$ cat config.mk
export PLATFORM = sky130hd
export DESIGN_NAME = posit_op_arbiter
export DESIGN_NICKNAME = d
export VERILOG_FILES = /design/src/rtl/posit_arb_pkg.sv /design/src/rtl/rr_arbiter.sv /design/src/rtl/posit_op_arbiter.sv
export SDC_FILE = /design/constraint.sdc
export NUM_CORES = 1
export LEC_CHECK = 0
export BUFFER_PORTS_ARGS = -buffer_cell sky130_fd_sc_hd__buf_2
export CELL_PAD_IN_SITES_DETAIL_PLACEMENT = 0
export CELL_PAD_IN_SITES_GLOBAL_PLACEMENT = 1
export CORE_MARGIN = 5
export CORE_UTILIZATION = 34
export DETAILED_ROUTE_END_ITERATION = 8
export GPL_TIMING_DRIVEN = 0
export PLACE_DENSITY_LB_ADDON = 0.2
export SYNTH_ARGS = -nofsm -noshare
export SYNTH_HDL_FRONTEND = slang
export SYNTH_SLANG_ARGS = --single-unit
$ cat constraint.sdc
create_clock -name CLK -period 3.7 [get_ports CLK]
set_clock_uncertainty 0.15 [all_clocks]
set_input_delay 0.74 -clock CLK [delete_from_list [all_inputs] [get_ports CLK]]
set_output_delay 0.74 -clock CLK [all_outputs]
set_load 0.01 [all_outputs]
$ cat src/rtl/posit_arb_pkg.sv
// Shared types and the round-robin pick helper for the posit operator arbiter.
package posit_arb_pkg;
    // Tags are sized for the largest supported requester count so tag_t is a single type.
    localparam int N_REQ_MAX = 8;
    localparam int IDX_W     = (N_REQ_MAX > 1) ? $clog2(N_REQ_MAX) : 1;

    typedef struct packed {
        logic             vld;
        logic [IDX_W-1:0] idx;
    } tag_t;

    // Returns {found, index} of the first set bit scanning ptr, ptr+1, ... modulo n.
    function automatic logic [IDX_W:0] rr_first(input logic [N_REQ_MAX-1:0] req,
                                                input logic [IDX_W-1:0]     ptr,
                                                input int                   n);
        logic [IDX_W:0] res;
        int             j;
        res = '0;
        for (int k = 0; k < N_REQ_MAX; k++) begin
            j = int'(ptr) + k;
            if (j >= n) j = j - n;
            if (k < n && !res[IDX_W] && req[IDX_W'(j)]) res = {1'b1, IDX_W'(j)};
        end
        return res;
    endfunction
endpackage

$ cat src/rtl/rr_arbiter.sv
// Combinational round-robin arbiter: one-hot grant plus index from a request vector and pointer.
module rr_arbiter
    import posit_arb_pkg::*;
#(
    parameter int N_REQ = 4
) (
    input  logic [N_REQ-1:0] req,
    input  logic [IDX_W-1:0] ptr,
    output logic [N_REQ-1:0] grant,
    output logic [IDX_W-1:0] grant_idx,
    output logic             grant_vld
);
    logic [N_REQ_MAX-1:0] req_w;
    logic [IDX_W:0]       pick;

    always_comb begin
        req_w            = '0;
        req_w[N_REQ-1:0] = req;
        pick             = rr_first(req_w, ptr, N_REQ);
        grant_vld        = pick[IDX_W];
        grant_idx        = pick[IDX_W-1:0];
        grant            = '0;
        for (int i = 0; i < N_REQ; i++) begin
            grant[i] = grant_vld && (grant_idx == IDX_W'(i));
        end
    end
endmodule

$ cat src/rtl/posit_op_arbiter.sv
// Shares one fixed-latency posit operator among N_REQ requesters; tags each issue and
// routes the result back to the originating requester's response slot.
module posit_op_arbiter
    import posit_arb_pkg::*;
#(
    parameter int NBITS  = 4,
    parameter int N_REQ  = 4,
    parameter int OP_LAT = 2,
    parameter int CNT_W  = 16
) (
    input  logic                   CLK,
    input  logic                   RST,
    input  logic [N_REQ-1:0]       req_valid,
    output logic [N_REQ-1:0]       req_ready,
    input  logic [N_REQ*NBITS-1:0] req_a,
    input  logic [N_REQ*NBITS-1:0] req_b,
    output logic [N_REQ-1:0]       resp_valid,
    input  logic [N_REQ-1:0]       resp_ready,
    output logic [N_REQ*NBITS-1:0] resp_data,
    output logic [NBITS-1:0]       op_a,
    output logic [NBITS-1:0]       op_b,
    output logic                   op_issue,
    input  logic [NBITS-1:0]       op_res,
    output logic [CNT_W-1:0]       issue_count
);
    logic [N_REQ-1:0] busy;
    logic [N_REQ-1:0] elig;
    logic [N_REQ-1:0] grant;
    logic [N_REQ-1:0] hs;
    logic [IDX_W-1:0] ptr;
    logic [IDX_W-1:0] grant_idx;
    logic             grant_vld;
    tag_t             tag_pipe [OP_LAT+1];
    tag_t             tail;
    logic [NBITS-1:0] resp_q [N_REQ];

    assign elig      = req_valid & ~busy;
    assign hs        = resp_valid & resp_ready;
    assign tail      = tag_pipe[OP_LAT];
    assign req_ready = grant;

    rr_arbiter #(.N_REQ(N_REQ)) u_rr (
        .req       (elig),
        .ptr       (ptr),
        .grant     (grant),
        .grant_idx (grant_idx),
        .grant_vld (grant_vld)
    );

    for (genvar g = 0; g < N_REQ; g++) begin : g_resp
        assign resp_data[g*NBITS +: NBITS] = resp_q[g];
    end

    always_ff @(posedge CLK) begin
        if (RST) begin
            ptr         <= '0;
            busy        <= '0;
            resp_valid  <= '0;
            op_a        <= '0;
            op_b        <= '0;
            op_issue    <= 1'b0;
            issue_count <= '0;
            for (int i = 0; i <= OP_LAT; i++) tag_pipe[i] <= '0;
            for (int i = 0; i < N_REQ; i++) resp_q[i] <= '0;
        end else begin
            op_issue    <= grant_vld;
            tag_pipe[0] <= '{vld: grant_vld, idx: grant_idx};
            for (int i = 1; i <= OP_LAT; i++) tag_pipe[i] <= tag_pipe[i-1];
            if (grant_vld) begin
                ptr <= (grant_idx == IDX_W'(N_REQ-1)) ? '0 : grant_idx + 1'b1;
                if (issue_count != '1) issue_count <= issue_count + 1'b1;
            end
            // A granted requester cannot be handshaking: grant requires it idle.
            for (int i = 0; i < N_REQ; i++) begin
                if (grant[i]) begin
                    op_a    <= req_a[i*NBITS +: NBITS];
                    op_b    <= req_b[i*NBITS +: NBITS];
                    busy[i] <= 1'b1;
                end else if (hs[i]) begin
                    busy[i] <= 1'b0;
                end
                if (hs[i]) begin
                    resp_valid[i] <= 1'b0;
                end else if (tail.vld && tail.idx == IDX_W'(i)) begin
                    resp_valid[i] <= 1'b1;
                    resp_q[i]     <= op_res;
                end
            end
        end
    end
endmodule
==> results of run 1 <==
[cell usage after synthesis, types with 2 or more instances]
library cell	number
a21oi_1	36
nand3_1	16
or3_1	7
edfxtp_1	16
or3b_1	2
and3_1	2
and2_1	22
ha_1	7
mux4_2	2
buf_2	2
mux2i_1	11
nor2b_1	15
o31ai_1	7
o21ai_1	7
nand2_1	35
dfxtp_1	47
o21ai_0	10
a22oi_1	5
nand2b_1	7
or4_1	8
buf_6	2
nor3_1	5
nand3b_1	2
inv_1	11
mux2_2	2
nor2_1	30
clkbuf_1	11
nand4_1	3
[area by class of cell]
type	instances	area (µm²)	area share
buffer	16	123.9	0.02935
inverter	12	52.55	0.01245
tap	108	135.1	0.03202
multi-input combinational	255	1643	0.3893
timing repair buffer	109	596.8	0.1414
sequential	63	1424	0.3374
clock inverter	3	43.79	0.01038
clock buffer	13	201.4	0.04773
[sequential cells by signal (all words and copies together), names as in the netlist]
register	count
issue_count	16
resp_q	16
tag_pipe	12
busy	4
op_a	4
op_b	4
resp_valid	4
ptr	3
[per-layer routing]
metal | wire, µm | up-vias
met4 | 112 | 0
met1 | 3847 | 1355
met3 | 404 | 10
met5 | 0 | -
met2 | 4230 | 64
li1 | - | 1459
[cell families (layout without fill, tap and decap cells)]
logic type,Yosys count,in the layout,synth area share
other,1,1,0.001207
DFF,63,63,0.4573
buffers and inverters,29,153,0.04509
and+or+nand+nor,156,156,0.2601
AOI/OAI and AO/OA,74,74,0.1433
adders and majority gates,7,7,0.02818
muxes,16,16,0.06200
xor gates and xnor gates,1,1,0.002819
[cells in the final DEF (no fill, tap or decap), types with 8 or more instances in the layout]
| master | n |
|---|---|
| buf_2 | 94 |
| a21oi_1 | 35 |
| dfxtp_1 | 45 |
| and2_1 | 22 |
| inv_1 | 8 |
| nor2_1 | 30 |
| nand2_1 | 35 |
| mux2i_1 | 11 |
| o21ai_0 | 9 |
| or4_1 | 8 |
| nor2b_1 | 14 |
| clkbuf_8 | 12 |
| edfxtp_1 | 16 |
| nand3_1 | 16 |
| buf_4 | 13 |
[stage by stage]
| step | setup TNS, ps | area (µm²) | instances |
|---|---|---|---|
| floorplan | -0.7692 | 3118 | 347 |
| global placement | -5388 | 3719 | 548 |
| detailed placement | -5325 | 3719 | 548 |
| CTS | -78.67 | 4149 | 575 |
| global route | -1581 | 4220 | 579 |
| finish | -238.7 | 4220 | 579 |
[timing repair]
action	4_1_cts	5_1_grt
pin swaps	8	8
endpoints found under the setup margin	12	12
cloned	0	0
resized for setup	25	12
buffers inserted	12	4
[worst paths after layout]
path	start	end	slack [ps]	cells after the start
max reg2reg	ptr[0]	op_a[3]	80	15
min reg2reg	tag_pipe[0][4]	tag_pipe[0][8]	290	1
max	ptr[0]	req_ready[1]	-80	12
min	tag_pipe[0][4]	tag_pipe[0][8]	290	1
[power by group]
group	internal (mW)	total (mW)	switching, mW
combinational	0.922	1.96	1.04
clock	0.430	0.707	0.277
sequential	0.813	0.882	0.0693
==> results.py, run 1 <==
metrics = {
    "global_routing": {
        "grt.busiest_layer": "met2",
        "grt_max_degree": 12,
        "grt-ovfl-total": 0,
        "antenna_found_initial": 0,
        "grt_util_all_layers": 0.1530,
        "use_met2": 0.2423,
        "met3_usage": 0.03301,
        "grt_pass1_vias": 2754,
        "use_met1": 0.2087,
        "grt_pass1_wl_um": 13790,
    },
    "timing": {
        "hold_violations": 0,
        "tightest_slew_ps": 581.0,
        "hold_slack_ps": 286.4,
        "slew_viol_final": 0,
        "finalSetupViolations": 4,
        "fin_ws_ps": -80.72,
        "min_period_ps": 3781,
        "timing.slew.headroom": 0.6127,
        "rsz0062_at_grt": "yes",
        "max_freq_mhz": 264.5,
        "min_period_over_period": 1.022,
    },
    "critical_path": {
        "max_stage_delay_ps": 510,
        "cp_common_cell": "ha_4",
        "critPathSlowestCell": "a2111o_2",
        "cp_num_buf_inv": 5,
        "crit_arrival_ps": 2890,
        "crit_fanout": 7,
        "cp.required_ps": 2810,
        "crit_type": "reg -> out",
        "cp-end-kind": "output pin",
        "cp-start-kind": "register",
        "crit_path_cell_trace": "buf_6 > inv_8 > ha_4 > or3b_4 > a21oi_2 > a2111o_2 > o32ai_4 > inv_2 > ha_4 > clkbuf_8 > and2_1 > buf_2",
        "crit_family": "compound AO/OA/AOI/OAI gates",
    },
    "cts": {
        "cts_num_sinks": 63,
        "clock_latency_ps": 340,
        "cts_buffers": 9,
        "path_clk_slew_ps": 70,
        "cts_tree": "done",
        "htreeDepth": 3,
        "postCtsHoldBufs": 0,
        "clock-root-buffer": "clkbuf_8",
        "clk_path_buf_depth": 2,
    },
    "synthesis": {
        "syn_inst": 347,
        "synth_area_leaders": "dfxtp_1, edfxtp_1, a21oi_1, and2_1, nand2_1",
        "syn_avg_cell_area_um2": 8.957,
        "ys_seq_area_frac": 0.4573,
        "synth_fp_nets": 400,
        "ys.flop_type": "dfxtp_1",
        "yosys_warnings": 0,
        "synth-seq-cells": 63,
        "synth_top_cell_area_share": 0.3027,
        "yosys.area.top_type": "dfxtp_1",
        "synth_cell_types": 45,
        "netlist_area_um2": 3108,
        "synth_edf_count": 16,
        "synthArstFlopShare": 0,
    },
    "die": {
        "die_area_um2": 11150,
        "num_io_pins": 95,
        "die_w_um": 105.6,
        "fp.coreArea_um2": 8806,
        "rows": 34,
        "fp.dieH_um": 105.6,
        "start_util": 0.3529,
    },
    "hold_path": {
        "min_path_type": "reg -> reg",
    },
    "drt": {
        "avgViaCountPerCell": 4.988,
        "wirelength_um": 8594,
        "vias": 2888,
        "drt-pass1-iter-count": 4,
        "ant_nets": 0,
        "wl_per_cell_um": 14.84,
        "drt_iter0_drc": 109,
        "drcViolationCount": 0,
    },
    "place": {
        "io_buffer_count": 93,
        "post-place-ws_ps": -530.3,
        "place_hpwl_um": 6334,
        "place.gp.congestion": 0.8475,
    },
    "power_and_ir_drop": {
        "irDropWorstVdd_mv": 0.3809,
        "total_power_mw": 3.551,
        "p_per_area_nw_per_um2": 841.3,
        "p_leak_nw": 1.792,
    },
    "run_status": {
        "status": "finished, violations left",
        "failed_checks": "setup timing",
    },
    "cells_and_area": {
        "area_delta_synth_final_pct": 35.79,
        "fillers": 877,
        "drive_gt1_frac": 0.3355,
        "fin_nets": 519,
        "antenna_cells": 0,
        "fin_util": 0.4793,
    },
    "run": {
        "drv_cap": 0,
    },
}
Note: power is estimated with default switching activity, not from simulation.
==> run 2: changes to the inputs <==
--- a/config.mk
+++ b/config.mk
@@ -5,11 +5,12 @@
 export SDC_FILE = /design/constraint.sdc
 export NUM_CORES = 1
 export LEC_CHECK = 0
+export ABC_AREA = 1
 export BUFFER_PORTS_ARGS = -buffer_cell sky130_fd_sc_hd__buf_2
 export CELL_PAD_IN_SITES_DETAIL_PLACEMENT = 0
 export CELL_PAD_IN_SITES_GLOBAL_PLACEMENT = 1
 export CORE_MARGIN = 5
-export CORE_UTILIZATION = 34
+export CORE_UTILIZATION = 33
 export DETAILED_ROUTE_END_ITERATION = 8
 export GPL_TIMING_DRIVEN = 0
 export PLACE_DENSITY_LB_ADDON = 0.2
==> results.py, run 2 <==
metrics = {
    "synthesis": {
        "synthArstFlopShare": 0,
        "synthMuxAreaShare": 0,
        "ys.flop_type": "dfxtp_1",
        "synth_top_family_by_area": "simple AND/OR/NAND/NOR gates",
        "netlist_area_um2": 3128,
        "syn_avg_cell_area_um2": 7.820,
        "synth_cell_types": 36,
        "synth-xor-area-share": 0.02520,
        "syn_inst": 400,
        "synthAdderAreaFrac": 0.02800,
        "yosys.area.top_type": "dfxtp_1",
        "ys_seq_area_frac": 0.4544,
        "yosys-top-cells-count": "nand2_1, nor2_1, dfxtp_1, nand3_1, inv_1",
        "synth.most_common_cell": "nand2_1",
        "yosys_warnings": 0,
        "yosys.area_share.simple": 0.3044,
        "synth-compound-area-share": 0.1024,
        "synth-seq-cells": 63,
        "synth_edf_count": 16,
        "synth_top_cell_area_share": 0.3008,
        "synth_fp_nets": 453,
        "synth_area_leaders": "dfxtp_1, edfxtp_1, nand2_1, nand3_1, nor2_1",
    },
    "critical_path": {
        "crit_arrival_ps": 2670,
        "max_stage_delay_ps": 350,
        "cp-start-kind": "register",
        "crit_path_cell_trace": "buf_6 > inv_4 > ha_4 > inv_2 > nand3_1 > nand3_2 > inv_1 > nand4_1 > o2111ai_2 > o21ai_4 > inv_2 > ha_4 > nand2_4 > buf_8 > inv_1 > buf_2",
        "r2r_cells": 17,
        "path_depth": 16,
        "crit_fanout": 10,
        "cp.required_ps": 2810,
        "critPathSlowestCell": "dfxtp_1",
        "cp-end-kind": "output pin",
        "crit_type": "reg -> out",
        "cp_num_buf_inv": 8,
        "crit_family": "buffers and inverters",
    },
    "place": {
        "place_hpwl_um": 6404,
        "placed_cell_area_um2": 3755,
        "io_buffer_count": 93,
        "post-place-ws_ps": -159.6,
        "place.gp.congestion": 0.7991,
    },
    "drt": {
        "avgViaCountPerCell": 4.598,
        "drt-pass1-iter-count": 4,
        "wl_per_cell_um": 13.49,
        "wirelength_um": 8660,
        "drt_iter0_drc": 71,
        "drcViolationCount": 0,
        "vias": 2952,
        "ant_nets": 0,
    },
    "timing": {
        "min_period_over_period": 0.9609,
        "tightest_slew_ps": 625.8,
        "fin_ws_ps": 144.8,
        "min_period_ps": 3555,
        "hold_slack_ps": 247.0,
        "timing.slew.headroom": 0.5828,
        "hold_violations": 0,
        "slew_viol_final": 0,
        "max_freq_mhz": 281.3,
        "setup_tns_ps": 0,
        "finalSetupViolations": 0,
    },
    "global_routing": {
        "grt_max_degree": 12,
        "grt_pass1_vias": 2869,
        "antenna_found_initial": 0,
        "grt-ovfl-total": 0,
        "grt_util_all_layers": 0.1485,
        "grt_pass1_wl_um": 13720,
    },
    "cells_and_area": {
        "antenna_cells": 0,
        "area_delta_synth_final_pct": 31.96,
        "top_regs": "issue_count (16), resp_q (16), tag_pipe (12)",
        "fin_area_um2": 4128,
        "fillers": 956,
        "mostFrequentLayoutCell": "buf_2",
        "drive_gt1_frac": 0.3099,
        "fin_nets": 561,
        "layout_common_cells": "buf_2, nand2_1, nor2_1, nand3_1, dfxtp_1",
    },
    "cts": {
        "clock_latency_ps": 330,
        "htreeDepth": 3,
        "clk_path_buf_depth": 2,
        "cts_tree": "done",
        "path_clk_slew_ps": 70,
        "clock-root-buffer": "clkbuf_8",
        "postCtsHoldBufs": 0,
        "cts_num_sinks": 63,
        "cts_buffers": 9,
    },
    "die": {
        "die_w_um": 107.4,
        "fp.coreArea_um2": 9240,
        "die_area_um2": 11530,
        "start_util": 0.3385,
        "rows": 35,
        "fp.dieH_um": 107.4,
        "num_io_pins": 95,
    },
    "power_and_ir_drop": {
        "total_power_mw": 3.862,
        "p_leak_nw": 1.890,
        "irDropWorstVdd_mv": 0.4480,
        "p_per_area_nw_per_um2": 935.7,
    },
    "run_status": {
        "status": "finished, final reports clean",
    },
    "hold_path": {
        "min_path_type": "reg -> reg",
        "min_path_cells": 2,
    },
    "run": {
        "drv_cap": 0,
    },
}
## run 2: layout make-up
class | instances | area [µm²] | area share
timing repair buffer | 98 | 503.0 | 0.1219
sequential | 63 | 1423 | 0.3446
clock inverter | 4 | 93.84 | 0.02273
clock buffer | 12 | 145.1 | 0.03516
tap | 129 | 161.4 | 0.03910
inverter | 50 | 202.7 | 0.04911
multi-input combinational | 277 | 1528 | 0.3701
buffer | 9 | 71.32 | 0.01728
## run 2: tightest hold or removal path, stage by stage, from the launching register on
cell	delay (ps)
dfxtp_1	300
inv_1	40
nor2_1	30
## run 2: repair_timing
action | in CTS | in global routing
gates resized for setup | 9 | 15
setup buffers | 0 | 5
gates cloned | 0 | 0
endpoints found under the setup margin | 5 | 3
pin swaps | 0 | 5
## run 2: final timing paths
check                  from              to  slack (ps)
max reg2reg          ptr[0]         op_a[0]         270
min          tag_pipe[0][1]  tag_pipe[0][5]         250
min reg2reg  tag_pipe[0][1]  tag_pipe[0][5]         250
max                  ptr[0]    req_ready[2]         140
## run 2: logic make-up (layout without fill, tap and decap cells)
kind of cell / count (synthesis) / after routing
buf+inv: 60 / 173
fa+ha+maj: 7 / 7
flops: 63 / 63
compound gates: 53 / 53
xor+xnor: 9 / 9
other cells: 1 / 1
simple gates: 207 / 207
## run 2: per-stage QoR
step,util,std cells
after floorplan,-,400
after global placement,0.4064,622
after detailed placement,0.4064,622
after CTS,0.4340,637
after global routing,0.4467,642
final,0.4467,642
## run 2: routing by layer
metal,share of wire,vias to the layer above,track usage,routed length (µm)
met1,0.46,1335,0.1924,4001
met4,0.012,0,0.03246,101
met2,0.47,84,0.2516,4096
li1,-,1523,-,-
met3,0.053,10,0.03539,461
met5,0,-,0,0
## run 2: report_power, final
part	internal [mW]	switching [mW]	total, mW
Sequential	0.826	0.0568	0.883
Combinational	0.891	1.36	2.25
Clock	0.465	0.266	0.731
